**config.mk**
```make
export PLATFORM = sky130hd
export DESIGN_NAME = bcd_countdown_mmss
export DESIGN_NICKNAME = d
export VERILOG_FILES = /design/src/rtl/bcd_countdown_mmss_pkg.sv /design/src/rtl/bcd_countdown_mmss_down60.sv /design/src/rtl/bcd_countdown_mmss.sv
export SDC_FILE = /design/constraint.sdc
export NUM_CORES = 1
export LEC_CHECK = 0
export ABC_AREA = 1
export CAP_MARGIN = 15
export CORE_ASPECT_RATIO = 1.1
export CORE_MARGIN = 2
export CORE_UTILIZATION = 55
export DETAILED_ROUTE_END_ITERATION = 16
export DONT_BUFFER_PORTS = 1
export GPL_TIMING_DRIVEN = 0
export PLACE_DENSITY = 0.7
export SYNTH_ARGS = -nofsm -noshare
export SYNTH_HDL_FRONTEND = slang
export SYNTH_HIERARCHICAL = 1
export SYNTH_SLANG_ARGS = --single-unit
```
**constraint.sdc**
```tcl
create_clock -name clk -period 2.6 [get_ports clk]
set_clock_uncertainty 0.05 [all_clocks]
set_input_delay 0.26 -clock clk [delete_from_list [all_inputs] [get_ports clk]]
set_output_delay 0.26 -clock clk [all_outputs]
set_load 0.01 [all_outputs]
```
**src/rtl/bcd_countdown_mmss_pkg.sv**
```systemverilog
// Shared types and constants for the BCD mm:ss countdown timer.
// Holds the run-control state encoding, the BCD digit type and the preset range check.
package bcd_countdown_mmss_pkg;

    typedef enum logic [1:0] {
        IDLE  = 2'd0,
        RUN   = 2'd1,
        PAUSE = 2'd2,
        DONE  = 2'd3
    } state_t;

    typedef logic [3:0] bcd_t;

    localparam bcd_t SEC_TENS_MAX = 4'd5;
    localparam bcd_t ONES_MAX     = 4'd9;

    // A {tens,ones} BCD pair is legal when ones <= 9 and tens <= tens_max.
    function automatic logic bcd_pair_ok(input logic [7:0] val, input bcd_t tens_max);
        return (val[3:0] <= ONES_MAX) && (val[7:4] <= tens_max);
    endfunction

endpackage

```
**src/rtl/bcd_countdown_mmss_down60.sv**
```systemverilog
// Single mod-60 style BCD down-counter stage with synchronous load and borrow out.
// Wraps 00 to {tens_max,9}; bout flags the cycle an enabled decrement leaves 00.
module bcd_down60
    import bcd_countdown_mmss_pkg::*;
(
    input  logic       clk,
    input  logic       rst,
    input  logic       en,
    input  logic       load,
    input  logic [7:0] data,
    input  bcd_t       tens_max,
    output logic [7:0] q,
    output logic       bout
);

    assign bout = en && (q == 8'h00);

    always_ff @(posedge clk or posedge rst) begin
        if (rst) begin
            q <= 8'h00;
        end else if (load) begin
            q <= data;
        end else if (en) begin
            if (q[3:0] == 4'd0) begin
                q[3:0] <= ONES_MAX;
                q[7:4] <= (q[7:4] == 4'd0) ? tens_max : q[7:4] - 4'd1;
            end else begin
                q[3:0] <= q[3:0] - 4'd1;
            end
        end
    end

endmodule

```
**src/rtl/bcd_countdown_mmss.sv**
```systemverilog
// BCD mm:ss countdown timer: two cascaded BCD down stages plus load/start/pause/done control.
// Define BCD_COUNTDOWN_AUTO_RELOAD_EN to restart from the preset after reaching 00:00 instead of stopping.
module bcd_countdown_mmss
    import bcd_countdown_mmss_pkg::*;
#(
    parameter int MIN_TENS_MAX = 5
) (
    input  logic       clk,
    input  logic       reset,
    input  logic       tick,
    input  logic       load,
    input  logic [7:0] data_min,
    input  logic [7:0] data_sec,
    input  logic       start,
    input  logic       pause,
    output logic [7:0] qmin,
    output logic [7:0] qsec,
    output logic       bout,
    output logic       done,
    output logic       load_err,
    output logic       running
);

`ifdef BCD_COUNTDOWN_AUTO_RELOAD_EN
    localparam bit AUTO_RELOAD = 1'b1;
`else
    localparam bit AUTO_RELOAD = 1'b0;
`endif

    localparam bcd_t MIN_TENS = bcd_t'(MIN_TENS_MAX);

    state_t     state, state_next;
    logic [7:0] preset_min, preset_sec;
    logic [7:0] ld_min, ld_sec;
    logic       ld, preset_we, tick_en, done_set, err_set;
    logic       sec_bout;
    logic       load_ok, cnt_zero, cnt_one, preset_zero;

    assign load_ok     = bcd_pair_ok(data_sec, SEC_TENS_MAX) && bcd_pair_ok(data_min, MIN_TENS);
    assign cnt_zero    = (qmin == 8'h00) && (qsec == 8'h00);
    assign cnt_one     = (qmin == 8'h00) && (qsec == 8'h01);
    assign preset_zero = (preset_min == 8'h00) && (preset_sec == 8'h00);

    always_comb begin
        state_next = state;
        ld         = 1'b0;
        ld_min     = data_min;
        ld_sec     = data_sec;
        preset_we  = 1'b0;
        tick_en    = 1'b0;
        done_set   = 1'b0;
        err_set    = 1'b0;
        unique case (state)
            RUN: begin
                if (pause) begin
                    state_next = PAUSE;
                end else if (tick) begin
                    // Only reachable with auto-reload: the tick after the terminal one restarts the period.
                    if (AUTO_RELOAD && cnt_zero && !preset_zero) begin
                        ld     = 1'b1;
                        ld_min = preset_min;
                        ld_sec = preset_sec;
                    end else begin
                        tick_en = 1'b1;
                        if (cnt_one) begin
                            done_set = 1'b1;
                            if (!(AUTO_RELOAD && !preset_zero)) state_next = DONE;
                        end
                    end
                end
            end
            default: begin
                if (load) begin
                    if (load_ok) begin
                        ld         = 1'b1;
                        preset_we  = 1'b1;
                        state_next = IDLE;
                    end else begin
                        err_set = 1'b1;
                    end
                end else if (start && !(pause && state == PAUSE)) begin
                    if (state == DONE) begin
                        if (!preset_zero) begin
                            ld         = 1'b1;
                            ld_min     = preset_min;
                            ld_sec     = preset_sec;
                            state_next = RUN;
                        end
                    end else if (!cnt_zero) begin
                        state_next = RUN;
                    end
                end
            end
        endcase
    end

    always_ff @(posedge clk or posedge reset) begin
        if (reset) begin
            state      <= IDLE;
            preset_min <= 8'h00;
            preset_sec <= 8'h00;
            done       <= 1'b0;
            load_err   <= 1'b0;
        end else begin
            state    <= state_next;
            done     <= done_set;
            load_err <= err_set;
            if (preset_we) begin
                preset_min <= data_min;
                preset_sec <= data_sec;
            end
        end
    end

    assign running = (state == RUN);
    assign bout    = tick && running && (qsec == 8'h00);

    bcd_down60 u_sec (
        .clk      (clk),
        .rst      (reset),
        .en       (tick_en),
        .load     (ld),
        .data     (ld_sec),
        .tens_max (SEC_TENS_MAX),
        .q        (qsec),
        .bout     (sec_bout)
    );

    bcd_down60 u_min (
        .clk      (clk),
        .rst      (reset),
        .en       (sec_bout),
        .load     (ld),
        .data     (ld_min),
        .tens_max (MIN_TENS),
        .q        (qmin),
        .bout     ()
    );

endmodule

```
Yosys cells after proc, flatten, opt, wreduce, memory -nomap -nowiden
Cells that the tools add are included.
Cells by class
  add/subtract/negate cells: 4
  multiply operators: 0
  div/mod/pow operators: 0
  $lt $le $gt $ge: 4
  equality and inequality tests: 9
  shift operators: 0
  muxes and demuxes: 48
  bitwise gates (word level): 0
  reduce and logical (&&, ||, !) cells: 28
Operators with widths (count)
  2-to-1 mux 8 bit: 14
  zero test 8 bit: 4
  2-to-1 mux 4 bit: 6
  2-to-1 mux 2 bit: 10
  2-to-1 mux 1 bit: 18
  zero test 4 bit: 4
  subtractor 4 x 1 -> 4 bit, second input constant: 4
  logical AND 1 bit: 11
  == test 8 x 1 -> 1 bit, second input constant: 1
  <= comparator 4 x 3 -> 1 bit, second input constant: 2
  <= comparator 4 bit, second input constant: 2
  nonzero test 2 bit: 4
  AND reduction 6 bit: 1
  == test 2 bit, second input constant: 2
  != test 4 x 3 -> 1 bit, second input constant: 1
  != test 4 bit, second input constant: 1
  AND reduction 2 bit: 2
  != test 3 x 1 -> 1 bit, second input constant: 1
  != test 3 x 2 -> 1 bit, second input constant: 1
  != test 3 bit, second input constant: 1
  nonzero test 3 bit: 1
  == test 2 x 1 -> 1 bit, second input constant: 1
  zero test 1 bit: 1
Storage, ports and cells
  flip-flop bits (word level): 36
  bits in latches: 0
  RAM bits: 0
  memory bits (read-only): 0
  input port bits: 22
  output and inout port bits: 20
  logic and storage cells: 102
  memories: 0

Longest topological paths before layout
  depth in word-level cells: 9
  mapped depth: 13
  depth with buffers taken out: 13

Modules after synthesis
Netlist, hierarchy kept.
By module, submodules not included
  bcd_countdown_mmss: times used 1, cells an instance 184, area each 1415.1 um2, seq. area each 500.5 um2
  bcd_down60: times used 2, cells an instance 81, area each 561.8 um2, seq. area each 200.2 um2

Least setup slack after synthesis
No wires, ideal clock.
  kind: register to register
  start point: register state[1]
  end point: register u_min.q[1]
  library setup time: 0.121 ns
  arrival: 1.880 ns
  data required time: 2.429 ns
  path slack: 0.548 ns
  cell stages (with the launch flop): 12
  path buffers: 0
  cells stage by stage: dfrtp_1 nor2_4 inv_2 nor2_2 inv_1 nor2_1 nand3_1 nor2_1 inv_2 or2_4 o22ai_1 nor2_1
On the way
  elaborated cells on any way between the ends: 18
RTL lines
  start: declaration: line bcd_countdown_mmss.sv:32  | state_t state, state_next;
  start signal: assignment: line bcd_countdown_mmss.sv:105  | state <= state_next;
  == test 2 x 1 -> 1 bit
  named net running: line bcd_countdown_mmss.sv:21  | output logic running
  2-to-1 mux 1 bit: line bcd_countdown_mmss.sv:53  | unique case (state)
  named net tick_en: line bcd_countdown_mmss.sv:35  | logic ld, preset_we, tick_en, done_set, err_set;
  logical AND 1 bit: line bcd_countdown_mmss_down60.sv:16  | assign bout = en && (q == 8'h00);
  named net sec_bout: line bcd_countdown_mmss.sv:36  | logic sec_bout;
  nonzero test 2 bit (no source line)
  end signal: assignment: line bcd_countdown_mmss_down60.sv:22  | q <= data;
  end signal: assignment: line bcd_countdown_mmss_down60.sv:28  | q[3:0] <= q[3:0] - 4'd1;
  end: declaration: line bcd_countdown_mmss_down60.sv:12  | output logic [7:0] q,
The timed path passes the listed nets, and every way through them passes these cells.
A chain may end at the register's enable or synchronous reset.

Final worst setup path
Same ends and word-level chain as after synthesis.

==> impl_metrics.json <==
{
  "timing.hold.ws_ps": 55.9,
  "drive_gt1_share_pct": 25.3,
  "first_pass_iters": 4,
  "cts_tree": "yes",
  "htree_levels": 2,
  "p_sw_share_pct": 45.4,
  "clockPowerShare_pct": 15.1,
  "start_kind": "register",
  "portBuffers": 0,
  "cts.sinks": 36,
  "core_um2": 4380,
  "rows": 25,
  "synthCells": 345,
  "outcome": "complete, no violations",
  "wl_um": 5250,
  "syn_area_um2": 2530,
  "grt_max_degree": 21,
  "grt_pass1_vias": 1938,
  "peakVddDrop_mv": 0.431,
  "nets": 383,
  "crit_required_ps": 2780,
  "crit_top_cell": "nor2_1",
  "end_kind": "register",
  "drc": 0,
  "power.density_nw_per_um2": 928,
  "fin_setup_tns_ps": 0,
  "grt_pass1_wl_um": 8640,
  "dp_hpwl_um": 4120,
  "power.leakage_nw": 1.36,
  "yosysWarnings": 6,
  "slowest_stage": "dfrtp_1",
  "max_cap_viol_count": 0,
  "gr-usage-met3_pct": 5.23,
  "period_needed_ps": 2380,
  "initial_core_util_pct": 57.9,
  "rsz0062_at_grt": "no",
  "pwr-share-seq_pct": 45.4,
  "cp_max_fo": 5,
  "diodes": 0,
  "viasPerCell": 5.08,
  "area_growth_pct": 7.01,
  "worst-path-buf-inv": 3,
  "p_comb_share_pct": 39.5,
  "gp_congestion": 0.843,
  "fp.dieArea_um2": 5170,
  "cts_buffers": 5,
  "drv_slew": 0,
  "worstHoldPathType": "input port to register",
  "drt_iter0_drc": 74,
  "met1_usage_pct": 29.4,
  "worstSetupPathType": "register to register",
  "overflow": 0,
  "wl_per_cell_um": 12.7,
  "slowest_delay_ps": 440,
  "internal_power_mw": 1.37,
  "slew-limit-headroom_pct": 47.7,
  "dieHeight_um": 75.2,
  "root_buffer": "clkbuf_8",
  "grtUsageTotal_pct": 22.9,
  "fmax_mhz": 420,
  "clk_latency_ps": 300,
  "ant_nets": 0,
  "grt_util_met2_pct": 37.8,
  "finalHoldViolCount": 0,
  "top_usage_layer": "met2",
  "cp_cell_sequence": "nor2_4, inv_2, nor2_2, inv_1, nor2_1, nand3_1, nor2_1, inv_2, or2_4, nor2_2, nor3_1, nor2_1",
  "boundaryPins": 42,
  "cp_top_family": "simple AND/OR/NAND/NOR gates",
  "post_cts_buffers": 0,
  "mostFrequentLayoutCells": "nand2_1, nor2_1, inv_1, dfrtp_1, nand3_1",
  "antenna_found_initial": 0,
  "final_common_cell": "nand2_1",
  "post-route-period-util_pct": 91.5,
  "avgSynthCellArea_um2": 7.35,
  "power_switching_mw": 1.14,
  "clkTransAtPathRegs_ps": 70,
  "die_w_um": 68.7,
  "critical_path_arrival_ps": 2560,
  "clockBufferDepth": 2,
  "num-fill-cells": 430,
  "vias": 2096,
  "worst-slew-pin-transition_ps": 783,
  "final-setup-viol-count": 0
}
[power groups by stage]
stage                     Combinational [mW]  Sequential (mW)  Clock, mW
after floorplan                        0.857             1.08          0
after global placement                 0.974             1.16          0
after detailed placement               0.995             1.15          0
after CTS                               1.00             1.15      0.390
after global routing                    1.17             1.19      0.409
final                                  0.994             1.14      0.380
[sequential cells by signal (all words and copies together) (netlist names)]
register and flops:
u_min/q 8, preset_min 8, done 1, load_err 1, state 2, preset_sec 8
u_sec/q 8
[final timing paths]
| path | from | cells past startpoint | slack, ps | end |
|---|---|---|---|---|
| worst max-delay path | state[1] | 12 | 220 | u_min/q[1] |
| worst min-delay path | data_sec[5] | 2 | 60 | preset_sec[5] |
| worst max register to register | state[1] | 12 | 220 | u_min/q[1] |
| worst min register to register | preset_sec[7] | 2 | 450 | preset_sec[7] |
| max in group asynchronous | reset | 2 | 1430 | state[0] |
| min in group asynchronous | reset | 2 | 370 | u_min/q[7] |
[cell type report]
class	instances	area, um^2	share of cell area, %
buffer	8	90.1	3.32
clock buffer	6	72.6	2.68
clock inverter	1	5.00	0.185
inverter	49	184	6.78
multi-input combinational	258	1380	51.0
sequential	36	901	33.2
tap	54	67.6	2.49
timing repair buffer	1	10.0	0.369
[metrics by stage]
step / area (um^2) / utilization (%) / power, mW / std cells / worst slack, ps
after CTS: 2710 / 61.9 / 2.54 / 413 / 212
after floorplan: 2560 / - / 1.94 / 351 / 548
final: 2710 / 61.9 / 2.52 / 413 / 220
after global routing: 2710 / 61.9 / 2.76 / 413 / 18.6
after global placement: 2630 / 59.9 / 2.13 / 405 / 245
after detailed placement: 2630 / 59.9 / 2.15 / 405 / 223
[per-layer routing]
layer | vias up | part of all wire, %
met5 | - | 0
met4 | 0 | 1.5
met3 | 7 | 4.2
met2 | 35 | 47
met1 | 946 | 47
li1 | 1108 | -
[repair_timing]
action | in CTS | in global routing
hold endpoints to repair | 36 | 0
resized for setup | 0 | 0
hold buffers | 1 | 0
Power figures use the tool's default switching activity.
